$ cat src/rtl/div_seq.sv
// div_seq: iterative radix-2 restoring divider for DIV/DIVU/REM/REMU.
// One quotient bit per cycle over unsigned magnitudes, then a sign fixup.
// Optional feature macro: DIV_SEQ_EARLY_OUT_EN. When it is defined,
// divide-by-zero and signed overflow finish one cycle after accept.
//
// state  | meaning
// IDLE   | waiting for an accepted start
// DIVIDE | one restoring step per cycle, counter 0..XLEN-1
// FIXUP  | apply signs / divide-by-zero quotient, load result
// DONE   | done_o pulse; a new start may be accepted here
module div_seq #(
    parameter int XLEN = 32
) (
    input  logic            clk,
    input  logic            reset,
    input  logic            start_i,
    input  logic [4:0]      alu_ctrl_i,
    input  logic [XLEN-1:0] op_a_i,
    input  logic [XLEN-1:0] op_b_i,
    input  logic            flush_i,
    output logic            busy_o,
    output logic            stall_o,
    output logic            done_o,
    output logic [XLEN-1:0] result_o
);

    localparam int CNT_W = (XLEN > 1) ? $clog2(XLEN) : 1;

    localparam logic [4:0] ALU_DIV  = 5'd18;
    localparam logic [4:0] ALU_DIVU = 5'd19;
    localparam logic [4:0] ALU_REM  = 5'd20;
    localparam logic [4:0] ALU_REMU = 5'd21;

    typedef enum logic [1:0] {
        S_IDLE   = 2'd0,
        S_DIVIDE = 2'd1,
        S_FIXUP  = 2'd2,
        S_DONE   = 2'd3
    } state_t;

    state_t state_q, state_nxt;

    logic             is_div_op, in_signed, in_rem, a_neg, b_neg;
    logic [XLEN-1:0]  a_abs, b_abs;
    logic             accept, early_hit;

    logic             is_rem_q, q_neg_q, r_neg_q, divz_q;
    logic [XLEN-1:0]  divisor_q, rem_q, quo_q, result_q;
    logic [CNT_W-1:0] cnt_q;

    logic [XLEN:0]    shifted, diff;
    logic [XLEN-1:0]  quo_fix, rem_fix, fix_res;
    logic             load_fix;

`ifdef DIV_SEQ_EARLY_OUT_EN
    logic             divz_in, ovf_in;
    logic [XLEN-1:0]  early_res;
`endif

    // Opcode decode, operand magnitudes and the accept condition
    always_comb begin
        is_div_op = (alu_ctrl_i == ALU_DIV) || (alu_ctrl_i == ALU_DIVU) ||
                    (alu_ctrl_i == ALU_REM) || (alu_ctrl_i == ALU_REMU);
        in_signed = (alu_ctrl_i == ALU_DIV) || (alu_ctrl_i == ALU_REM);
        in_rem    = (alu_ctrl_i == ALU_REM) || (alu_ctrl_i == ALU_REMU);
        a_neg     = in_signed & op_a_i[XLEN-1];
        b_neg     = in_signed & op_b_i[XLEN-1];
        a_abs     = a_neg ? (~op_a_i + 1'b1) : op_a_i;
        b_abs     = b_neg ? (~op_b_i + 1'b1) : op_b_i;
        accept    = start_i & is_div_op & ~flush_i &
                    ((state_q == S_IDLE) || (state_q == S_DONE));
    end

`ifdef DIV_SEQ_EARLY_OUT_EN
    // Special cases resolved straight from the inputs, bypassing the iteration
    always_comb begin
        divz_in   = (op_b_i == '0);
        ovf_in    = in_signed & (op_a_i == {1'b1, {(XLEN-1){1'b0}}}) & (op_b_i == '1);
        early_hit = accept & (divz_in | ovf_in);
        if (divz_in)
            early_res = in_rem ? op_a_i : '1;
        else
            early_res = in_rem ? '0 : op_a_i;
    end
`else
    // Every operation goes through the full iteration
    always_comb begin
        early_hit = 1'b0;
    end
`endif

    // One restoring step plus the sign / divide-by-zero fixup
    always_comb begin
        shifted  = {rem_q, quo_q[XLEN-1]};
        diff     = shifted - {1'b0, divisor_q};
        quo_fix  = divz_q ? '1 : (q_neg_q ? (~quo_q + 1'b1) : quo_q);
        rem_fix  = r_neg_q ? (~rem_q + 1'b1) : rem_q;
        fix_res  = is_rem_q ? rem_fix : quo_fix;
        load_fix = (state_q == S_FIXUP) & ~flush_i;
    end

    // State register
    always_ff @(posedge clk) begin
        if (reset)
            state_q <= S_IDLE;
        else
            state_q <= state_nxt;
    end

    // Next-state logic; flush overrides every transition
    always_comb begin
        state_nxt = state_q;
        case (state_q)
            S_IDLE, S_DONE: begin
                if (early_hit)
                    state_nxt = S_DONE;
                else if (accept)
                    state_nxt = S_DIVIDE;
                else
                    state_nxt = S_IDLE;
            end
            S_DIVIDE: begin
                if (cnt_q == CNT_W'(XLEN-1))
                    state_nxt = S_FIXUP;
            end
            S_FIXUP: state_nxt = S_DONE;
            default: state_nxt = S_IDLE;
        endcase
        if (flush_i)
            state_nxt = S_IDLE;
    end

    // Outputs decoded from state
    always_comb begin
        busy_o   = (state_q == S_DIVIDE) || (state_q == S_FIXUP);
        done_o   = (state_q == S_DONE);
        stall_o  = busy_o | accept;
        result_o = result_q;
    end

    // Operand latch, iteration datapath and result register
    always_ff @(posedge clk) begin
        if (reset) begin
            is_rem_q  <= 1'b0;
            q_neg_q   <= 1'b0;
            r_neg_q   <= 1'b0;
            divz_q    <= 1'b0;
            divisor_q <= '0;
            rem_q     <= '0;
            quo_q     <= '0;
            cnt_q     <= '0;
            result_q  <= '0;
        end else begin
            if (accept) begin
                is_rem_q  <= in_rem;
                q_neg_q   <= a_neg ^ b_neg;
                r_neg_q   <= a_neg;
                divz_q    <= (op_b_i == '0);
                divisor_q <= b_abs;
                rem_q     <= '0;
                quo_q     <= a_abs;
                cnt_q     <= '0;
            end else if (state_q == S_DIVIDE) begin
                cnt_q <= cnt_q + 1'b1;
                if (!diff[XLEN]) begin
                    rem_q <= diff[XLEN-1:0];
                    quo_q <= {quo_q[XLEN-2:0], 1'b1};
                end else begin
                    rem_q <= shifted[XLEN-1:0];
                    quo_q <= {quo_q[XLEN-2:0], 1'b0};
                end
            end
            if (load_fix)
                result_q <= fix_res;
`ifdef DIV_SEQ_EARLY_OUT_EN
            else if (early_hit)
                result_q <= early_res;
`endif
        end
    end

endmodule

$ cat config.mk
export PLATFORM = sky130hd
export DESIGN_NAME = div_seq
export DESIGN_NICKNAME = d
export VERILOG_FILES = /design/src/rtl/div_seq.sv
export SDC_FILE = /design/constraint.sdc
export NUM_CORES = 1
export LEC_CHECK = 0
export ABC_AREA = 0
export BUFFER_PORTS_ARGS = -buffer_cell sky130_fd_sc_hd__buf_2
export CORE_ASPECT_RATIO = 0.75
export CORE_MARGIN = 3
export CORE_UTILIZATION = 40
export CTS_CLUSTER_DIAMETER = 30
export DETAILED_ROUTE_END_ITERATION = 16
export GPL_TIMING_DRIVEN = 0
export PLACE_DENSITY = 0.63
export SYNTH_ARGS = -nofsm -noshare
export SYNTH_HDL_FRONTEND = slang
export SYNTH_SLANG_ARGS = --single-unit
$ cat constraint.sdc
create_clock -name clk -period 3.2 [get_ports clk]
set_input_delay 0.16 -clock clk [delete_from_list [all_inputs] [get_ports clk]]
set_output_delay 0.16 -clock clk [all_outputs]
set_load 0.1 [all_outputs]
==> results.yml, run 1 <==
synth:
  syn_inst: 1300
  synth_seq_cells: 139
  syn-mean-instance-area_um2: 7.75
  most_frequent_cells_after_synthesis: "sky130_fd_sc_hd__dfxtp_1 (139), sky130_fd_sc_hd__nand2_1 (134), sky130_fd_sc_hd__nor2_1 (130)"
  postSynthNetCount: 1415
  yosysTopAreaCellShare_pct: 27.6
  netlist_top_cells_area: "sky130_fd_sc_hd__dfxtp_1 (28%), sky130_fd_sc_hd__xor2_1 (7.9%), sky130_fd_sc_hd__ha_1 (5.1%), sky130_fd_sc_hd__nand2_1 (5.0%), sky130_fd_sc_hd__nor2_1 (4.8%)"
  yosys_warnings: 0
  postSynth.asyncResetShare_pct: 0
  yosysMostFrequentCell: "sky130_fd_sc_hd__dfxtp_1"
  count_of_flip_flops_with_a_built_in_enable_after_synthesis: 0
  syn_area_um2: 10100
  seq_area_frac_synth_pct: 27.6
  synth_flop_cell: "sky130_fd_sc_hd__dfxtp_1"
  synth.distinct_cells: 71
  synth_top_area_cell: "sky130_fd_sc_hd__dfxtp_1"
drt:
  highest-signal-layer: "met4"
  drc: 0
  met3_wirelength_mm: 3.20
  wl_met2_mm: 13.1
  drtAntennaViolNets: 0
  drt-wirelength-per-cell_um: 18.9
  dr.first_iter.drc_count: 905
  drt_wl_total_mm: 33.6
  num_vias: 10341
  dr.pass1.iters: 5
  post_drt_via_cell_ratio: 5.81
  met1_length_mm: 17.0
global_routing:
  grt_util_all_layers_pct: 24.4
  first_pass_grt_wire_length_mm: 52.2
  number_of_global_route_vias_before_repair: 9436
  grt_antenna_before_repair: 0
  maximum_number_of_pins_on_one_net_before_global_route_repair: 17
  grt_remaining_overflow: 0
sta:
  final-max-slew-violation-count: 0
  fin_worst_skew_ps: 11.7
  setup_violations: 1
  timing_worst_slew_pin_value_ps: 1160
  hold_violations: 0
  post-route-worst-setup-slack_ps: -35.5
  timing.slew.headroom_pct: 22.6
  period_needed_ps: 3240
  min_period_over_period_pct: 101
  max_clock_freq_ghz: 0.309
  grt_setup_unrepaired: "yes"
final_layout:
  fin_cells: 1780
  post_route_cells_drive_above_1_share_pct: 15.0
  antennaDiodeCount: 0
  post-route-util_pct: 49.1
  layout-area-overhead-vs-synth_pct: 18.9
  final_nets: 1552
  fill_cells: 2450
critical_path:
  worstPathRequired_ps: 3560
  rrSetupSlack_ps: -40
  worst_r2r_dst: "result_o[29]"
  worst-r2r-cell-count: 9
  crit_start: "quo_q[13]"
  crit_path_end_kind: "flip-flop"
  worst_setup_path_endpoint: "result_o[29]"
  timing.critical_path.fanout_max: 7
  critPathLaunchType: "flip-flop"
  timing.critical_path.arrival_ps: 3590
  critPathKind: "reg -> reg"
  rr_startpoint: "quo_q[13]"
job:
  maxCapViolations: 0
pwr:
  power_frac_seq_pct: 36.5
  power.ir.vdd_worst_mv: 0.376
  netSwitchingPower_mw: 1.49
  power_density_nw_per_um2: 411
  power.share.combinational_pct: 24.8
  power_switching_share_pct: 30.3
  clock_power_share_pct: 38.8
  cell_internal_pwr_mw: 3.43
  p_leak_nw: 4.65
outcome:
  failed_checks: "negative setup slack"
  run_status: "finished, violations left"
clock_network:
  cts.root.buffer_cell: "sky130_fd_sc_hd__clkbuf_16"
  cts_sinks: 139
  cts_inserted_buffers: 17
  cts.htree.levels: 4
  ctsLongestPathBuffers: 2
  cts_tree: "done"
  clk-insertion-delay-late_ps: 430
  path_clk_slew_ps: 60
floorplanning:
  pin_count: 108
  die_w_um: 189
  core_region_area_um2: 24400
  initial_core_util_pct: 41.3
  die-area_um2: 27200
  die_y_um: 143
  fp-row-count: 49
placement:
  place_inst: 1737
  final_estimated_routing_congestion_in_global_placement: 0.913
  placement.io_buffers: 106
  detailed_place_hpwl_mm: 26.2
hold_path:
  min-delay-path-class: "in -> reg"
state kept, by name, indices dropped and copies added (netlist names), 2 cells and up:
| name | count |
|---|---|
| result_o | 32 |
| state_q | 2 |
| rem_q | 32 |
| quo_q | 32 |
| divisor_q | 32 |
| cnt_q | 5 |
logic make-up after synthesis:
family	after synthesis	synth area share [%]
muxes	37	3.70
DFF	139	27.6
and+or+nand+nor	407	19.2
xor gates and xnor gates	141	12.3
buffers and inverters	136	5.54
AOI/OAI and AO/OA	398	26.4
adders and majority gates	42	5.29
through the flow:
step	power [mW]	hold WS (ps)	setup TNS, ps	worst slack, ps	area (um2)
3_5_place_dp	2.78	439	-35430	-1220	11000
3_3_place_gp	2.78	439	-36060	-1230	11000
4_1_cts	4.80	19.0	0	2.52	11800
5_1_grt	5.11	24.8	-95.4	-71.7	12000
6_report	4.92	27.8	-35.5	-35.5	12000
2_1_floorplan	2.48	250	0	37.5	10100
critical path, stage by stage, from the launching register on:
cell,delay [ps]
sky130_fd_sc_hd__dfxtp_4,380
sky130_fd_sc_hd__or4_4,560
sky130_fd_sc_hd__or4b_4,540
sky130_fd_sc_hd__nor3_4,190
sky130_fd_sc_hd__nand2_2,100
sky130_fd_sc_hd__or4_4,470
sky130_fd_sc_hd__o31ai_4,240
sky130_fd_sc_hd__xor2_2,140
sky130_fd_sc_hd__a221o_1,410
sky130_fd_sc_hd__a21oi_1,140
how the worst min path moves through the flow:
stage | depth (start not counted) | start | to
6_report | 3 | op_b_i[0] | divisor_q[0]
5_1_grt | 3 | op_a_i[1] | quo_q[1]
4_1_cts | 3 | op_b_i[0] | divisor_q[0]
3_5_place_dp | 2 | flush_i | state_q[1]
3_3_place_gp | 2 | flush_i | state_q[1]
2_1_floorplan | 1 | flush_i | state_q[1]
power by group through the flow:
stage / combinational [mW] / sequential [mW] / clock [mW]
after floorplan: 0.670 / 1.81 / 0
after global placement: 0.945 / 1.83 / 0
after detailed placement: 0.953 / 1.83 / 0
after CTS: 1.09 / 1.79 / 1.92
after global routing: 1.32 / 1.80 / 2.00
final: 1.22 / 1.79 / 1.91
area by class of cell:
type / count / area (um2) / share of cell area (%)
multi-input cells: 1025 / 6950 / 58.0
flip-flops and latches: 139 / 2800 / 23.4
repair buffers: 123 / 688 / 5.74
clock buffers: 24 / 492 / 4.10
well taps: 331 / 414 / 3.46
plain buffers: 72 / 348 / 2.90
inverters: 59 / 221 / 1.85
clock inverters: 7 / 65.1 / 0.543
timing repair:
item / CTS / global route
gates resized for setup: 33 / 32
buffers inserted: 7 / 9
gates cloned: 0 / 0
hold buffers: 1 / 0
endpoints found under the setup margin: 36 / 37
pin swaps: 6 / 14
endpoints found under the hold margin: 1 / 0
layer usage:
layer  vias to the layer above  global-route usage, %
li1                       5006                      -
met1                      4870                   38.2
met2                       437                   33.4
met3                        28                   5.49
met4                         0                   5.48
met5                         -                      0
placed cells by master (no fill, tap or decap), types with 4 or more instances in the layout:
master,count
sky130_fd_sc_hd__nand2_1,133
sky130_fd_sc_hd__dfxtp_1,131
sky130_fd_sc_hd__nor2_1,130
sky130_fd_sc_hd__buf_2,105
sky130_fd_sc_hd__xor2_1,90
sky130_fd_sc_hd__a21oi_1,86
sky130_fd_sc_hd__o21ai_0,74
sky130_fd_sc_hd__clkbuf_1,61
sky130_fd_sc_hd__inv_1,59
sky130_fd_sc_hd__a211oi_1,58
sky130_fd_sc_hd__xnor2_1,48
sky130_fd_sc_hd__ha_1,38
sky130_fd_sc_hd__mux2i_1,35
sky130_fd_sc_hd__a31oi_1,34
sky130_fd_sc_hd__o31ai_1,23
sky130_fd_sc_hd__a21o_1,22
sky130_fd_sc_hd__nand3_1,22
sky130_fd_sc_hd__a221oi_1,22
sky130_fd_sc_hd__o41ai_1,18
sky130_fd_sc_hd__clkbuf_16,17
sky130_fd_sc_hd__buf_4,15
sky130_fd_sc_hd__or3_1,14
sky130_fd_sc_hd__nand2b_1,13
sky130_fd_sc_hd__nor4_1,12
sky130_fd_sc_hd__nor3_1,12
sky130_fd_sc_hd__or4_1,11
sky130_fd_sc_hd__clkbuf_8,10
sky130_fd_sc_hd__and3_1,8
sky130_fd_sc_hd__nand3b_1,7
sky130_fd_sc_hd__nand4_1,7
sky130_fd_sc_hd__a32o_1,7
sky130_fd_sc_hd__or4_4,7
sky130_fd_sc_hd__nor2b_1,7
sky130_fd_sc_hd__a311oi_1,6
sky130_fd_sc_hd__dfxtp_2,5
sky130_fd_sc_hd__a21oi_2,4
sky130_fd_sc_hd__a21boi_0,4
sky130_fd_sc_hd__clkinv_2,4
Note: power is estimated with default switching activity, not from simulation.
==> run 2, diff against run 1 <==
Settings changed: PLACE_DENSITY 0.63 to 0.6.
==> run 2 against run 1 <==
The run still ends with negative setup slack left. Register-to-register slack improved by 30 ps. Critical path type unchanged. Sequential cell count did not move. Total power is 2.9% higher. Sequential share of layout area hardly changed.
==> results.yml, run 2 (synthesis gave the netlist of run 1 again) <==
outcome:
  run_status: "finished, violations left"
  failed_checks: "negative setup slack"
final_layout:
  post_route_cells_drive_above_1_share_pct: 14.5
  antennaDiodeCount: 0
  final_nets: 1549
  layout-area-overhead-vs-synth_pct: 18.7
  post-route-util_pct: 49.0
  fill_cells: 2511
  layout.cells.most_common: "sky130_fd_sc_hd__nand2_1"
  mostFrequentLayoutCells: "sky130_fd_sc_hd__nand2_1 (134), sky130_fd_sc_hd__dfxtp_1 (131), sky130_fd_sc_hd__nor2_1 (130)"
drt:
  dr.first_iter.drc_count: 1009
  dr.pass1.iters: 5
  drt_wl_total_mm: 33.8
  post_drt_via_cell_ratio: 5.80
  drc: 0
  drtAntennaViolNets: 0
  drt-wirelength-per-cell_um: 19.0
  num_vias: 10299
global_routing:
  first_pass_grt_wire_length_mm: 52.4
  grt_remaining_overflow: 0
  grt_util_all_layers_pct: 24.6
  grt_antenna_before_repair: 0
  maximum_number_of_pins_on_one_net_before_global_route_repair: 17
  number_of_global_route_vias_before_repair: 9151
pwr:
  power.ir.vdd_worst_mv: 0.416
  p_leak_nw: 4.64
  totalPowerFinal_mw: 5.06
  power_density_nw_per_um2: 423
sta:
  timing.slew.headroom_pct: 26.5
  fin_worst_skew_ps: 9.39
  hold_violations: 0
  period_needed_ps: 3200
  timing_worst_slew_pin_value_ps: 1100
  post-route-worst-setup-slack_ps: -0.572
  finalHoldWorstSlack_ps: 24.5
  final-max-slew-violation-count: 0
  min_period_over_period_pct: 100
  grt_setup_unrepaired: "yes"
  setup_violations: 1
  max_clock_freq_ghz: 0.312
hold_path:
  worstHoldStart: "op_b_i[0]"
  hold_end: "divisor_q[0]"
  min_path_cells: 3
  min-delay-path-class: "in -> reg"
job:
  maxCapViolations: 0
critical_path:
  worstPathRequired_ps: 3490
  timing.critical_path.arrival_ps: 3490
  rrSetupSlack_ps: -0.6
  critPathKind: "reg -> reg"
  timing.critical_path.fanout_max: 7
  worst_r2r_dst: "result_o[29]"
  rr_startpoint: "quo_q[13]"
  worst-r2r-cell-count: 9
  critPathLaunchType: "flip-flop"
  crit_path_end_kind: "flip-flop"
clock_network:
  cts.root.buffer_cell: "sky130_fd_sc_hd__clkbuf_16"
  clk-insertion-delay-late_ps: 440
  ctsLongestPathBuffers: 2
  cts_inserted_buffers: 17
  cts_tree: "done"
  cts_sinks: 139
  cts.htree.levels: 4
  path_clk_slew_ps: 60
placement:
  detailed_place_hpwl_mm: 26.5
  final_estimated_routing_congestion_in_global_placement: 0.912
  placement.io_buffers: 106
  pre_cts_ws_ps: -1280
floorplanning:
  initial_core_util_pct: 41.3
  die-area_um2: 27200
  pin_count: 108
  core_region_area_um2: 24400
  die_w_um: 189
  die_y_um: 143
  fp-row-count: 49
[run 2: cell types whose count changed in the layout (fill, tap and decap cells not counted), sizes merged]
cell    previous run  this run
inv               59        60
buf              126       123
bufinv             1         3
clkbuf            92        88
clkinv             4         5
[run 2: final cells by class]
| cell class | instances | area, um2 | share of cell area [%] |
|---|---|---|---|
| multi-input cells | 1025 | 6920 | 57.8 |
| flip-flops and latches | 139 | 2800 | 23.4 |
| repair buffers | 118 | 642 | 5.37 |
| clock buffers | 20 | 467 | 3.90 |
| well taps | 331 | 414 | 3.46 |
| plain buffers | 74 | 359 | 3.00 |
| inverters | 59 | 221 | 1.85 |
| clock inverters | 11 | 143 | 1.19 |
[run 2: how the worst max path moves through the flow]
stage,slack (ps),depth (start not counted),end,start
2_1_floorplan,40,13,rem_q[17],quo_q[31]
3_3_place_gp,-1320,13,rem_q[17],quo_q[31]
3_5_place_dp,-1280,13,rem_q[17],quo_q[31]
4_1_cts,2,12,rem_q[19],divisor_q[5]
5_1_grt,-60,9,result_o[29],quo_q[13]
6_report,-0.6,9,result_o[29],quo_q[13]
[run 2: timing repair]
action / 4_1_cts / 5_1_grt
buffers inserted: 7 / 4
gates resized for setup: 36 / 27
pin swaps: 5 / 7
endpoints found under the setup margin: 36 / 37
hold endpoints to repair: 1 / 0
hold buffers: 1 / 0
[run 2: through the flow]
stage / area, um2 / TNS [ps] / cells
2_1_floorplan: 10100 / 0 / 1300
3_3_place_gp: 11000 / -38270 / 1737
3_5_place_dp: 11000 / -37410 / 1737
4_1_cts: 11800 / 0 / 1775
5_1_grt: 12000 / -56.8 / 1777
6_report: 12000 / -0.572 / 1777
[run 2: layer usage]
| metal | up-vias | global-route usage, % | wire [um] |
|---|---|---|---|
| li1 | 5013 | - | - |
| met1 | 4879 | 39.7 | 17700 |
| met2 | 376 | 32.9 | 12900 |
| met3 | 31 | 5.05 | 2820 |
| met4 | 0 | 5.09 | 386 |
| met5 | - | 0 | 0 |
[run 2: power by group]
part | internal (mW) | total (mW) | switching (mW)
Sequential | 1.75 | 1.79 | 0.0400
Clock | 1.28 | 2.08 | 0.801
Combinational | 0.511 | 1.19 | 0.678
Total | 3.55 | 5.06 | 1.52
[run 2: worst max-delay path: stages, from the launching register on]
cell,delay [ps]
sky130_fd_sc_hd__dfxtp_4,380
sky130_fd_sc_hd__or4_4,570
sky130_fd_sc_hd__or4b_4,540
sky130_fd_sc_hd__nor3_2,170
sky130_fd_sc_hd__nand2_1,120
sky130_fd_sc_hd__or4_4,470
sky130_fd_sc_hd__o31ai_4,200
sky130_fd_sc_hd__xor2_1,260
sky130_fd_sc_hd__a221o_1,260
sky130_fd_sc_hd__a21oi_1,80
==> run 3, diff against run 2 <==
Settings changed: CORE_UTILIZATION 40 to 54, CTS_BUF_LIST set to sky130_fd_sc_hd__clkbuf_16, PLACE_DENSITY 0.6 to 0.77, REMOVE_ABC_BUFFERS set to 1.
==> run 3 against run 2 <==
The flow still finishes with violations (negative setup slack). First-iteration DRC count is 6.5% lower. Register-to-register slack hardly changed. Highest routed layer unchanged. Clock skew is 0.63 ps higher. Die area is 25% lower. Worst hold slack worse by 20 ps. Sequential cell count stayed put. Total power is 1.7% higher.
==> results.yml, run 3 (synthesis gave the netlist of run 1 again) <==
sta:
  fin_worst_skew_ps: 10.0
  final-max-slew-violation-count: 0
  timing.slew.headroom_pct: 16.4
  hold_violations: 0
  min_period_over_period_pct: 100
  sum_of_negative_setup_slack_ps: -2.74
  max_clock_freq_ghz: 0.312
  setup_violations: 1
  post-route-worst-setup-slack_ps: -2.74
  finalHoldWorstSlack_ps: 4.07
  period_needed_ps: 3200
  timing_worst_slew_pin_value_ps: 1250
hold_path:
  min-delay-path-class: "in -> reg"
  min_path_cells: 3
  worstHoldStart: "alu_ctrl_i[2]"
  hold_end: "is_rem_q"
floorplanning:
  fp-row-count: 42
  initial_core_util_pct: 56.1
  die_w_um: 164
  core_region_area_um2: 18000
  die-area_um2: 20400
  pin_count: 108
  die_y_um: 124
final_layout:
  post-route-util_pct: 65.9
  mostFrequentLayoutCells: "sky130_fd_sc_hd__nand2_1 (134), sky130_fd_sc_hd__dfxtp_1 (133), sky130_fd_sc_hd__nor2_1 (128)"
  layout.cells.most_common: "sky130_fd_sc_hd__nand2_1"
  layout-area-overhead-vs-synth_pct: 17.5
  seq_area_um2: 2800
  postLayoutCellArea_um2: 11800
  antennaDiodeCount: 0
  final_nets: 1492
  area_of_the_multi_input_gates_um2: 6960
  post_route_cells_drive_above_1_share_pct: 15.4
  fill_cells: 1582
clock_network:
  cts.root.buffer_cell: "sky130_fd_sc_hd__clkbuf_16"
  cts_inserted_buffers: 17
  ctsLongestPathBuffers: 2
  cts.htree.levels: 4
  cts_sinks: 139
  cts_tree: "done"
  path_clk_slew_ps: 60
  clk-insertion-delay-late_ps: 430
job:
  maxCapViolations: 0
pwr:
  power.ir.vdd_worst_mv: 0.323
  power_density_nw_per_um2: 435
  p_leak_nw: 4.67
  totalPowerFinal_mw: 5.15
drt:
  post_drt_via_cell_ratio: 6.15
  dr.pass1.iters: 6
  drc: 0
  num_vias: 10034
  drt-wirelength-per-cell_um: 17.1
  dr.first_iter.drc_count: 943
  drtAntennaViolNets: 0
  drt_wl_total_mm: 27.9
critical_path:
  worst-r2r-cell-count: 13
  timing.critical_path.fanout_max: 8
  critPathLaunchType: "flip-flop"
  rrSetupSlack_ps: -3
  critPathKind: "reg -> reg"
  worst_r2r_dst: "rem_q[11]"
  worstPathRequired_ps: 3540
  crit_path_end_kind: "flip-flop"
  timing.critical_path.arrival_ps: 3540
  rr_startpoint: "rem_q[23]"
global_routing:
  first_pass_grt_wire_length_mm: 45.8
  number_of_global_route_vias_before_repair: 9293
  grt_util_all_layers_pct: 27.0
  maximum_number_of_pins_on_one_net_before_global_route_repair: 80
  grt_antenna_before_repair: 1
  grt_remaining_overflow: 0
outcome:
  failed_checks: "negative setup slack"
  run_status: "finished, violations left"
placement:
  placement.io_buffers: 107
  final_estimated_routing_congestion_in_global_placement: 0.907
  placement.cell_area_um2: 10800
  detailed_place_hpwl_mm: 19.5
run 3: cell count changes in the layout (fill, tap and decap cells not counted), moves of 3 or more:
cell                       previous run  this run
sky130_fd_sc_hd__buf_8                0         3
sky130_fd_sc_hd__buf_12               1         6
sky130_fd_sc_hd__buf_1                3         0
sky130_fd_sc_hd__clkbuf_1            60         0
sky130_fd_sc_hd__buf_16               0         4
sky130_fd_sc_hd__clkbuf_8             9         0
sky130_fd_sc_hd__buf_6                3         0
run 3: area by class of cell:
cell class | instances | share of cell area [%]
tap | 242 | 2.56
inverter | 59 | 1.87
clock inverter | 14 | 1.53
clock buffer | 17 | 3.59
multi-input combinational | 1026 | 58.8
timing repair buffer | 134 | 8.07
sequential | 139 | 23.6
run 3: power by group:
| part | internal (mW) | total [mW] | switching (mW) |
|---|---|---|---|
| clock network | 1.29 | 2.08 | 0.791 |
| logic | 0.579 | 1.28 | 0.703 |
| registers | 1.75 | 1.79 | 0.0324 |
| total | 3.62 | 5.15 | 1.53 |
run 3: worst max-delay path by stage:
stage	from	to	slack, ps
floorplan	state_q[0]	rem_q[30]	-1270
global placement	alu_ctrl_i[1]	rem_q[30]	-3490
detailed placement	quo_q[31]	rem_q[29]	-1470
CTS	quo_q[13]	result_o[29]	7
global route	quo_q[31]	rem_q[11]	-30
finish	rem_q[23]	rem_q[11]	-3
run 3: layer usage:
layer  track usage (%)  part of all wire [%]
met1              38.3                    46
met2              42.2                    45
met3              4.79                   7.5
met4              7.36                   1.9
met5                 0                     0
run 3: repair_timing:
item	4_1_cts	5_1_grt
cloned	1	2
endpoints found under the setup margin	35	31
gates resized for setup	19	21
pin swaps	8	11
endpoints found under the hold margin	1	0
hold buffers	1	0
setup buffers	10	4
run 3: worst max-delay path: stages, from the launching register on:
cell and delay [ps]:
sky130_fd_sc_hd__dfxtp_1 420, sky130_fd_sc_hd__ha_1 270, sky130_fd_sc_hd__a21o_1 170, sky130_fd_sc_hd__a21o_1 170
sky130_fd_sc_hd__a21o_1 170, sky130_fd_sc_hd__a2111o_1 460, sky130_fd_sc_hd__a311oi_4 310, sky130_fd_sc_hd__and2_4 270
sky130_fd_sc_hd__buf_4 140, sky130_fd_sc_hd__buf_12 100, sky130_fd_sc_hd__xnor2_4 150, sky130_fd_sc_hd__clkbuf_16 210
sky130_fd_sc_hd__nand2_1 60, sky130_fd_sc_hd__a31oi_1 200
run 3: stage by stage:
stage,worst slack [ps],cells
6_report,-2.74,1631
2_1_floorplan,-1270,1223
3_3_place_gp,-3490,1572
3_5_place_dp,-1470,1582
5_1_grt,-33.8,1631
4_1_cts,6.51,1625
